### src/rtl/hit_judge.sv
// Whack-a-mole press judge: edge-detects N buttons, scores hits/misses against
// mole-up levels, tracks streaks, and enforces a lockout penalty after any miss.
module hit_judge #(
  parameter int NUM_MOLES      = 3,
  parameter int SCORE_W        = 8,
  parameter int LOCKOUT_CYCLES = 25000000,
  parameter int LOCK_W         = 25
) (
  input  logic                 clock,
  input  logic                 reset,
  input  logic                 game,
  input  logic [NUM_MOLES-1:0] button,
  input  logic [NUM_MOLES-1:0] mole,
  output logic [NUM_MOLES-1:0] turnoff,
  output logic [SCORE_W-1:0]   score,
  output logic [SCORE_W-1:0]   misses,
  output logic [SCORE_W-1:0]   streak,
  output logic [SCORE_W-1:0]   best_streak,
  output logic                 locked
);

  localparam int PC_W  = $clog2(NUM_MOLES + 1);
  localparam int SUM_W = ((SCORE_W > PC_W) ? SCORE_W : PC_W) + 1;
  localparam logic [SCORE_W-1:0] MAX_CNT   = '1;
  localparam logic [LOCK_W-1:0]  LOCK_LOAD = LOCK_W'(LOCKOUT_CYCLES - 1);

  typedef enum logic [1:0] {IDLE, PLAY, LOCK} state_t;

  function automatic logic [PC_W-1:0] popcount(input logic [NUM_MOLES-1:0] v);
    logic [PC_W-1:0] c;
    c = '0;
    for (int i = 0; i < NUM_MOLES; i++) c = c + PC_W'(v[i]);
    return c;
  endfunction

  function automatic logic [SCORE_W-1:0] sat_add(input logic [SCORE_W-1:0] a,
                                                 input logic [PC_W-1:0]    b);
    logic [SUM_W-1:0] s;
    s = SUM_W'(a) + SUM_W'(b);
    if (s > SUM_W'(MAX_CNT)) return MAX_CNT;
    return s[SCORE_W-1:0];
  endfunction

  state_t               state, state_nxt;
  logic [LOCK_W-1:0]    cnt, cnt_nxt;
  logic [NUM_MOLES-1:0] btn_q;
  logic [NUM_MOLES-1:0] press, hit_vec, miss_vec;
  logic [PC_W-1:0]      hit_cnt, miss_cnt;
  logic [NUM_MOLES-1:0] turnoff_nxt;
  logic [SCORE_W-1:0]   score_nxt, misses_nxt, streak_nxt, best_nxt;

  assign press    = button & ~btn_q;
  assign hit_vec  = press & mole;
  assign miss_vec = press & ~mole;
  assign hit_cnt  = popcount(hit_vec);
  assign miss_cnt = popcount(miss_vec);
  assign locked   = (state == LOCK);

  // Stage p0: next-state and counter update
  always_comb begin
    state_nxt   = state;
    cnt_nxt     = cnt;
    turnoff_nxt = '0;
    score_nxt   = score;
    misses_nxt  = misses;
    streak_nxt  = streak;
    best_nxt    = best_streak;
    case (state)
      IDLE: begin
        if (game) begin
          state_nxt  = PLAY;
          score_nxt  = '0;
          misses_nxt = '0;
          streak_nxt = '0;
          best_nxt   = '0;
        end
      end
      PLAY: begin
        if (!game) begin
          state_nxt = IDLE;
        end else begin
          turnoff_nxt = hit_vec;
          score_nxt   = sat_add(score, hit_cnt);
          misses_nxt  = sat_add(misses, miss_cnt);
          if (|miss_vec) begin
            streak_nxt = '0;
            state_nxt  = LOCK;
            cnt_nxt    = LOCK_LOAD;
          end else begin
            streak_nxt = sat_add(streak, hit_cnt);
          end
          if (streak_nxt > best_streak) best_nxt = streak_nxt;
        end
      end
      LOCK: begin
        // LOCK spans LOCKOUT_CYCLES cycles: counts LOCKOUT_CYCLES-1 down to 0
        if (!game) begin
          state_nxt = IDLE;
          cnt_nxt   = '0;
        end else if (cnt == '0) begin
          state_nxt = PLAY;
        end else begin
          cnt_nxt = cnt - LOCK_W'(1);
        end
      end
      default: state_nxt = IDLE;
    endcase
  end

  // Stage p1: registered state, pulses and counters
  always_ff @(posedge clock or posedge reset) begin
    if (reset) begin
      state       <= IDLE;
      cnt         <= '0;
      btn_q       <= '0;
      turnoff     <= '0;
      score       <= '0;
      misses      <= '0;
      streak      <= '0;
      best_streak <= '0;
    end else begin
      state       <= state_nxt;
      cnt         <= cnt_nxt;
      btn_q       <= button;
      turnoff     <= turnoff_nxt;
      score       <= score_nxt;
      misses      <= misses_nxt;
      streak      <= streak_nxt;
      best_streak <= best_nxt;
    end
  end

endmodule

### config.mk
export PLATFORM = sky130hd
export DESIGN_NAME = hit_judge
export DESIGN_NICKNAME = d
export VERILOG_FILES = /design/src/rtl/hit_judge.sv
export SDC_FILE = /design/constraint.sdc
export NUM_CORES = 1
export LEC_CHECK = 0
export BUFFER_PORTS_ARGS = -buffer_cell sky130_fd_sc_hd__buf_4
export CAP_MARGIN = 25
export CORE_ASPECT_RATIO = 0.5
export CORE_MARGIN = 2
export CORE_UTILIZATION = 35
export DETAILED_ROUTE_END_ITERATION = 8
export SLEW_MARGIN = 20
export SYNTH_ARGS = -nofsm -noshare
export SYNTH_HDL_FRONTEND = slang
export SYNTH_SLANG_ARGS = --single-unit
export TNS_END_PERCENT = 30
### constraint.sdc
create_clock -name clock -period 9.03 [get_ports clock]
set_input_delay 0.4515 -clock clock [delete_from_list [all_inputs] [get_ports clock]]
set_output_delay 0.4515 -clock clock [all_outputs]
set_load 0.02 [all_outputs]
==> metrics.md, run 1 <==
| Metric | Value |
|---|---|
| Iter 0 DRT Violations | 191 |
| Area growth, synth to finish | 17.2% |
| Worst path max stage delay | between 700 and 800 ps |
| Cells after Synth | around 460 |
| Hold buffer count at CTS | 0 |
| Clk_lat worst skew | approximately 330 ps |
| Most frequent cells in the layout | dfrtp_1, buf_4, a21oi_1 |
| IO Port Bufs | 44 |
| Ys Warns | 0 |
| Pwr dens | 165 nW/µm² |
| Cell depth of the worst hold path | 1 |
| Worst path slowest cell | o41ai_2 |
| CTS tree | yes |
| Final hold vios | 0 |
| Mean Syn Cell Area | between 8 and 9 µm² |
| CTS Sinks | 65 |
| CP required | between 9000 and 10000 ps |
| H-tree depth | 3 |
| Pleak | roughly 2.1 nW |
| Register-to-register setup slack | around 4400 ps |
| Post-CTS Setup Bufs | 0 |
| Fin Setup TNS | 0 ps |
| DRC Markers | 0 |
| Fmax | between 200 and 250 MHz |
| Avg WL per Cell | 16.2 µm |
| Status | finished clean |
| Fillers | approximately 1.1k |
| R2r worst-path depth | 14 |
| Chip Width | approximately 160 µm |
| HP Start | button[0] |
| Placer Congestion | roughly 0.83 |
| Final Skew | about 6 ps |
| Fin. max-slew vios | 0 |
| Worst slew pin tran | ~970 ps |
| Initial antenna violation count | 0 |
| Post-cts sizing count | 0 |
| GRT Util Overall | between 10% and 20% |
| Ports | 45 |
| Yosys reg bits | between 60 and 70 |
| Area of the die | about 13000 µm² |
| Slew HR | about a third |
| Antenna viol nets, final | 0 |
| WL final | around 10000 µm |
| RSZ-0062 raised after global routing | no |
| Vert. Die Dim | roughly 80 µm |
| Critical-path cell list | and3b_1 -> fa_1 -> ha_1 -> inv_1 -> fa_1 -> nand4b_1 -> or3_1 -> a21oi_1 -> ha_1 -> nor2b_1 -> o21bai_1 -> a21oi_1 -> o41ai_2 -> mux2_2 |
| Hold Crit Class | in2reg |
| Num rows | 27 |
| # diodes | 0 |
| Post-DP HPWL | slightly above 7000 µm |
| Synthesized Nets | between 400 and 500 |
| Placeable Area | about 11000 µm² |
| First-pass GRT wire length | about 17000 µm |
| Worst Hold Path EP | btn_q[0] |
| Final std cells w/o fill | roughly 640 |
| Main synth FF type | dfrtp_1 |
| Largest net degree at the start of global routing | 66 |
| Max-cap violations | 0 |
| Vias per cell | 5.69 |
| Register area share after synthesis | between 30% and 40% |
| Total congestion overflow | 0 |
| Final setup fails | 0 |
| Async SR Flop Fraction | between 90% and 100% |
| Placed cell count | between 600 and 700 |
| EDFF count, synth | 0 |
| Critical path class | reg2reg |
| Most common cell after layout, fill and taps aside | dfrtp_1 |
| Initial core utilization | between 30% and 40% |
| Synth Cell Area | roughly 4100 µm² |
| Worst Path Arrival | a little under 5000 ps |
| Final min period | around 4700 ps |
| Root buffer cell | clkbuf_16 |
| Reg-to-Reg Start | btn_q[0] |
| Critical R2R Capture | best_streak[3] |
| Via count | between 3k and 4k |
| Yosys cell types | 67 |
| CP startpoint kind | flop |
| Vias in the first global route | around 3.5k |
| Worst vdd ir | a little over 0.07 mV |
| CTS Buffer Depth | 2 |
| First-pass detailed-route iteration total | 4 |
| Nets | approximately 530 |
| Share of cells above drive strength 1 | between 15 and 20% |
| CP endpoint kind | flop |
| CP max FO | 8 |
| CTS Buf Count | 9 |
| Final period util | 51.6% |
| Clk slew on worst S/H paths | 50 ps |
## cells in the mapped netlist, drive strengths merged, types with 6 or more instances
master | n | area [µm²]
a21oi | 44 | 220
a31oi | 17 | 106
and2 | 6 | 37.5
clkbuf | 15 | 56.3
dfrtp | 65 | 1630
ha | 15 | 188
inv | 33 | 124
mux2 | 6 | 67.6
nand2 | 25 | 93.8
nand3 | 15 | 75.1
nand4 | 7 | 50.1
nor2 | 40 | 150
nor3 | 17 | 95.1
nor4 | 8 | 65.1
o21ai | 32 | 160
o22ai | 7 | 43.8
o2bb2ai | 7 | 61.3
o31ai | 12 | 90.1
or3 | 7 | 51.3
or4 | 7 | 61.3
## flip-flops by register name (all words and copies together), names as in the netlist
register and count:
misses 8, best_streak 8, btn_q 3, cnt 25, streak 8, score 8
turnoff 3, state 2
## per-layer routing
metal / global-route usage, % / routed length, µm
met1: 23.8 / 5190
met2: 27.4 / 4710
met3: 4.53 / 445
met4: 5.69 / 93
met5: 0 / 0
## worst max-delay path: cells and delay by family (launching register included)
kind,cells,cell delay [ps]
AOI/OAI and AO/OA,4,1180
adders and majority gates,4,1470
buffers and inverters,1,60
DFF,1,330
muxes,1,420
and+or+nand+nor,4,1070
## kinds of logic (layout without fill, tap and decap cells)
| group | count (synthesis) | after routing | synth area share (%) |
|---|---|---|---|
| flip-flops | 65 | 65 | 40.0 |
| AND/OR/NAND/NOR | 163 | 163 | 22.5 |
| adder cells (fa/ha/maj) | 20 | 20 | 7.07 |
| buffers and inverters | 54 | 96 | 5.23 |
| multiplexers | 8 | 8 | 2.15 |
| XOR/XNOR | 1 | 1 | 0.215 |
| AO/OA/AOI/OAI | 146 | 146 | 22.8 |
## cell type report
type                       count  area [µm²]  share of cell area (%)
inverter                      35         131                    2.76
clock inverter                 1        5.00                   0.105
tap                          145         181                    3.80
timing repair buffer          47         353                    7.40
sequential                    65        1630                    34.1
multi-input combinational    338        2230                    46.8
clock buffer                  13         240                    5.04
## worst max path at each step
stage / startpoint / end / slack (ps)
floorplan: mole[0] / best_streak[0] / 4640
global placement: mole[0] / best_streak[2] / 4200
detailed placement: mole[0] / best_streak[3] / 4150
CTS: btn_q[0] / best_streak[3] / 4360
global route: btn_q[0] / best_streak[3] / 3990
finish: btn_q[0] / best_streak[3] / 4370
## where the power goes
part / leakage [nW] / switching [mW] / internal (mW) / total (mW)
logic: 1.15 / 0.0789 / 0.0510 / 0.130
registers: 0.833 / 0.0371 / 0.320 / 0.357
clock network: 0.120 / 0.117 / 0.182 / 0.299
total: 2.10 / 0.233 / 0.553 / 0.786
## stage by stage
stage	worst slack [ps]	total power, mW	hold WS (ps)	utilization, %	area, µm²
after floorplan	4640	0.444	470	-	4070
after global placement	4200	0.487	499	40.5	4520
after detailed placement	4150	0.490	506	40.5	4520
after CTS	4360	0.794	231	42.7	4770
after global routing	3990	0.826	233	42.8	4770
final	4370	0.786	238	42.8	4770
Power figures use the tool's default switching activity.
==> inputs of run 2 (changes only) <==
Clock period 9.03 ns to 4.38 ns, I/O delays scaled along.
==> metrics.md, run 2 (synthesis results as in run 1) <==
| Metric | Value |
|---|---|
| Largest Register | cnt |
| Clk_lat worst skew | 330 ps (about the same) |
| Avg WL per Cell | 15.8 µm (-2.6%) |
| Final period util | 95.0% (+43 points) |
| Final hold vios | 0 (unchanged) |
| Fin Setup TNS | 0 ps (unchanged) |
| DRC Markers | 0 (unchanged) |
| Chip Width | 156 µm (unchanged) |
| Root buffer cell | clkbuf_16 |
| Via count | 3687 (+0.55%) |
| Final setup fails | 0 (unchanged) |
| Slew HR | 35.1% (+0.34 points) |
| Post-DP HPWL | 7280 µm (+1.8%) |
| Largest register FFs | 25 (unchanged) |
| # diodes | 0 (unchanged) |
| GRT Util Overall | 17.4% (-0.13 points) |
| Worst Path Arrival | 4380 ps (-500 ps) |
| Clk slew on worst S/H paths | 50 ps (about the same) |
| Final min period | 4160 ps (-500 ps) |
| CTS Buffer Depth | 2 (unchanged) |
| CP max FO | 8 (unchanged) |
| Vias per cell | 5.59 (-1.7%) |
| Iter 0 DRT Violations | 267 (+40%) |
| DP Area | 4570 µm² (+1.0%) |
| Fmax | 240 MHz (+12%) |
| Hold Crit Class | in2reg |
| Fin. max-slew vios | 0 (unchanged) |
| Most frequent cells in the layout | dfrtp_1, buf_4, a21oi_1 |
| WL final | 10400 µm (-0.31%) |
| Area growth, synth to finish | 20.6% |
| Pleak | 2.17 nW (+3.3%) |
| IO Port Bufs | 44 (unchanged) |
| Vert. Die Dim | 80.2 µm (unchanged) |
| CP startpoint kind | flop |
| Post-route design area | 4910 µm² (+2.9%) |
| Total congestion overflow | 0 (unchanged) |
| Final core occ | 44.0% (+1.2 points) |
| Ports | 45 (unchanged) |
| Initial core utilization | 36.5% (unchanged) |
| Worst slew pin tran | 973 ps (+5.53 ps) |
| Area of the die | 12600 µm² (unchanged) |
| First-pass detailed-route iteration total | 4 (unchanged) |
| Final Skew | 4.88 ps (-1.23 ps) |
| Num rows | 27 (unchanged) |
| CP endpoint kind | flop |
| Most common cell after layout, fill and taps aside | dfrtp_1 |
| First-pass GRT wire length | 17200 µm (-0.99%) |
| Fillers | 1096 (-2.1%) |
| Initial antenna violation count | 0 (unchanged) |
| Placer Congestion | 0.836 (+0.97%) |
| Critical path class | reg2reg |
| Status | finished clean |
| Vias in the first global route | 3401 (-2.6%) |
| Nets | 539 (+2.7%) |
| Largest net degree at the start of global routing | 54 (-18%) |
| H-tree depth | 3 (unchanged) |
| Placeable Area | 11100 µm² (unchanged) |
| Worst vdd ir | 0.159 mV (+120%) |
| CTS Buf Count | 9 (unchanged) |
| Antenna viol nets, final | 0 (unchanged) |
| Max-cap violations | 0 (unchanged) |
| Share of cells above drive strength 1 | 19.1% (+1.8 points) |
| CTS Sinks | 65 (unchanged) |
| RSZ-0062 raised after global routing | no |
| CP required | 4590 ps (-4650 ps) |
| CTS tree | yes |
| Pwr dens | 337 nW/µm² (+100%) |
## run 2: stage by stage
step           power (mW)  worst slack (ps)  cells  hold WS [ps]
3_5_place_dp         1.01               157    636           179
3_3_place_gp         1.01               246    636           173
5_1_grt              1.74              25.2    659           302
2_1_floorplan       0.916               124    457           250
4_1_cts              1.66               167    652          1.14
6_report             1.65               218    659           300
## run 2: final cells by class
| class | count | area, µm² | area share (%) |
|---|---|---|---|
| Multi-Input combinational cell | 338 | 2240 | 45.7 |
| Sequential cell | 65 | 1630 | 33.2 |
| Timing Repair Buffer | 61 | 468 | 9.54 |
| Clock buffer | 15 | 258 | 5.25 |
| Tap cell | 145 | 181 | 3.70 |
| Inverter | 35 | 131 | 2.68 |
## run 2: final timing paths
check / start / end / slack (ps) / cells after the start
min reg2reg: cnt[16] / cnt[16] / 510 / 1
max reg2reg: btn_q[0] / best_streak[2] / 220 / 15
max in group asynchronous: reset / score[7] / 3030 / 4
max: btn_q[0] / best_streak[2] / 220 / 15
min: game / cnt[24] / 300 / 3
min in group asynchronous: reset / cnt[13] / 380 / 3
## run 2: timing repair
item	CTS	global route
hold endpoints to repair	12	3
setup endpoints to repair	0	6
gates resized for setup	0	3
buffers inserted	0	4
hold buffers	1	3
## run 2: power by group
part	switching (mW)	leakage, nW	internal, mW
clock	0.244	0.124	0.396
sequential	0.0738	0.833	0.660
combinational	0.163	1.21	0.115
## run 2: routing by layer
metal / vias up / part of all wire (%) / track usage (%)
met5: - / 0 / 0
met3: 6 / 4.1 / 4.53
met2: 78 / 45 / 27.4
met1: 1798 / 50 / 23.5
met4: 0 / 0.82 / 5.50
li1: 1805 / - / -
## run 2: critical path, stage by stage (launching register included)
cell and delay, ps:
dfrtp_1 320, and3b_1 200, fa_1 600, ha_1 200, inv_1 60, fa_2 380, nand4b_1 280, or3_4 480
a21oi_1 160, ha_1 260, nor2b_1 130, o21bai_1 110, a21oi_1 90, o41ai_2 200, buf_4 210, mux2_2 350
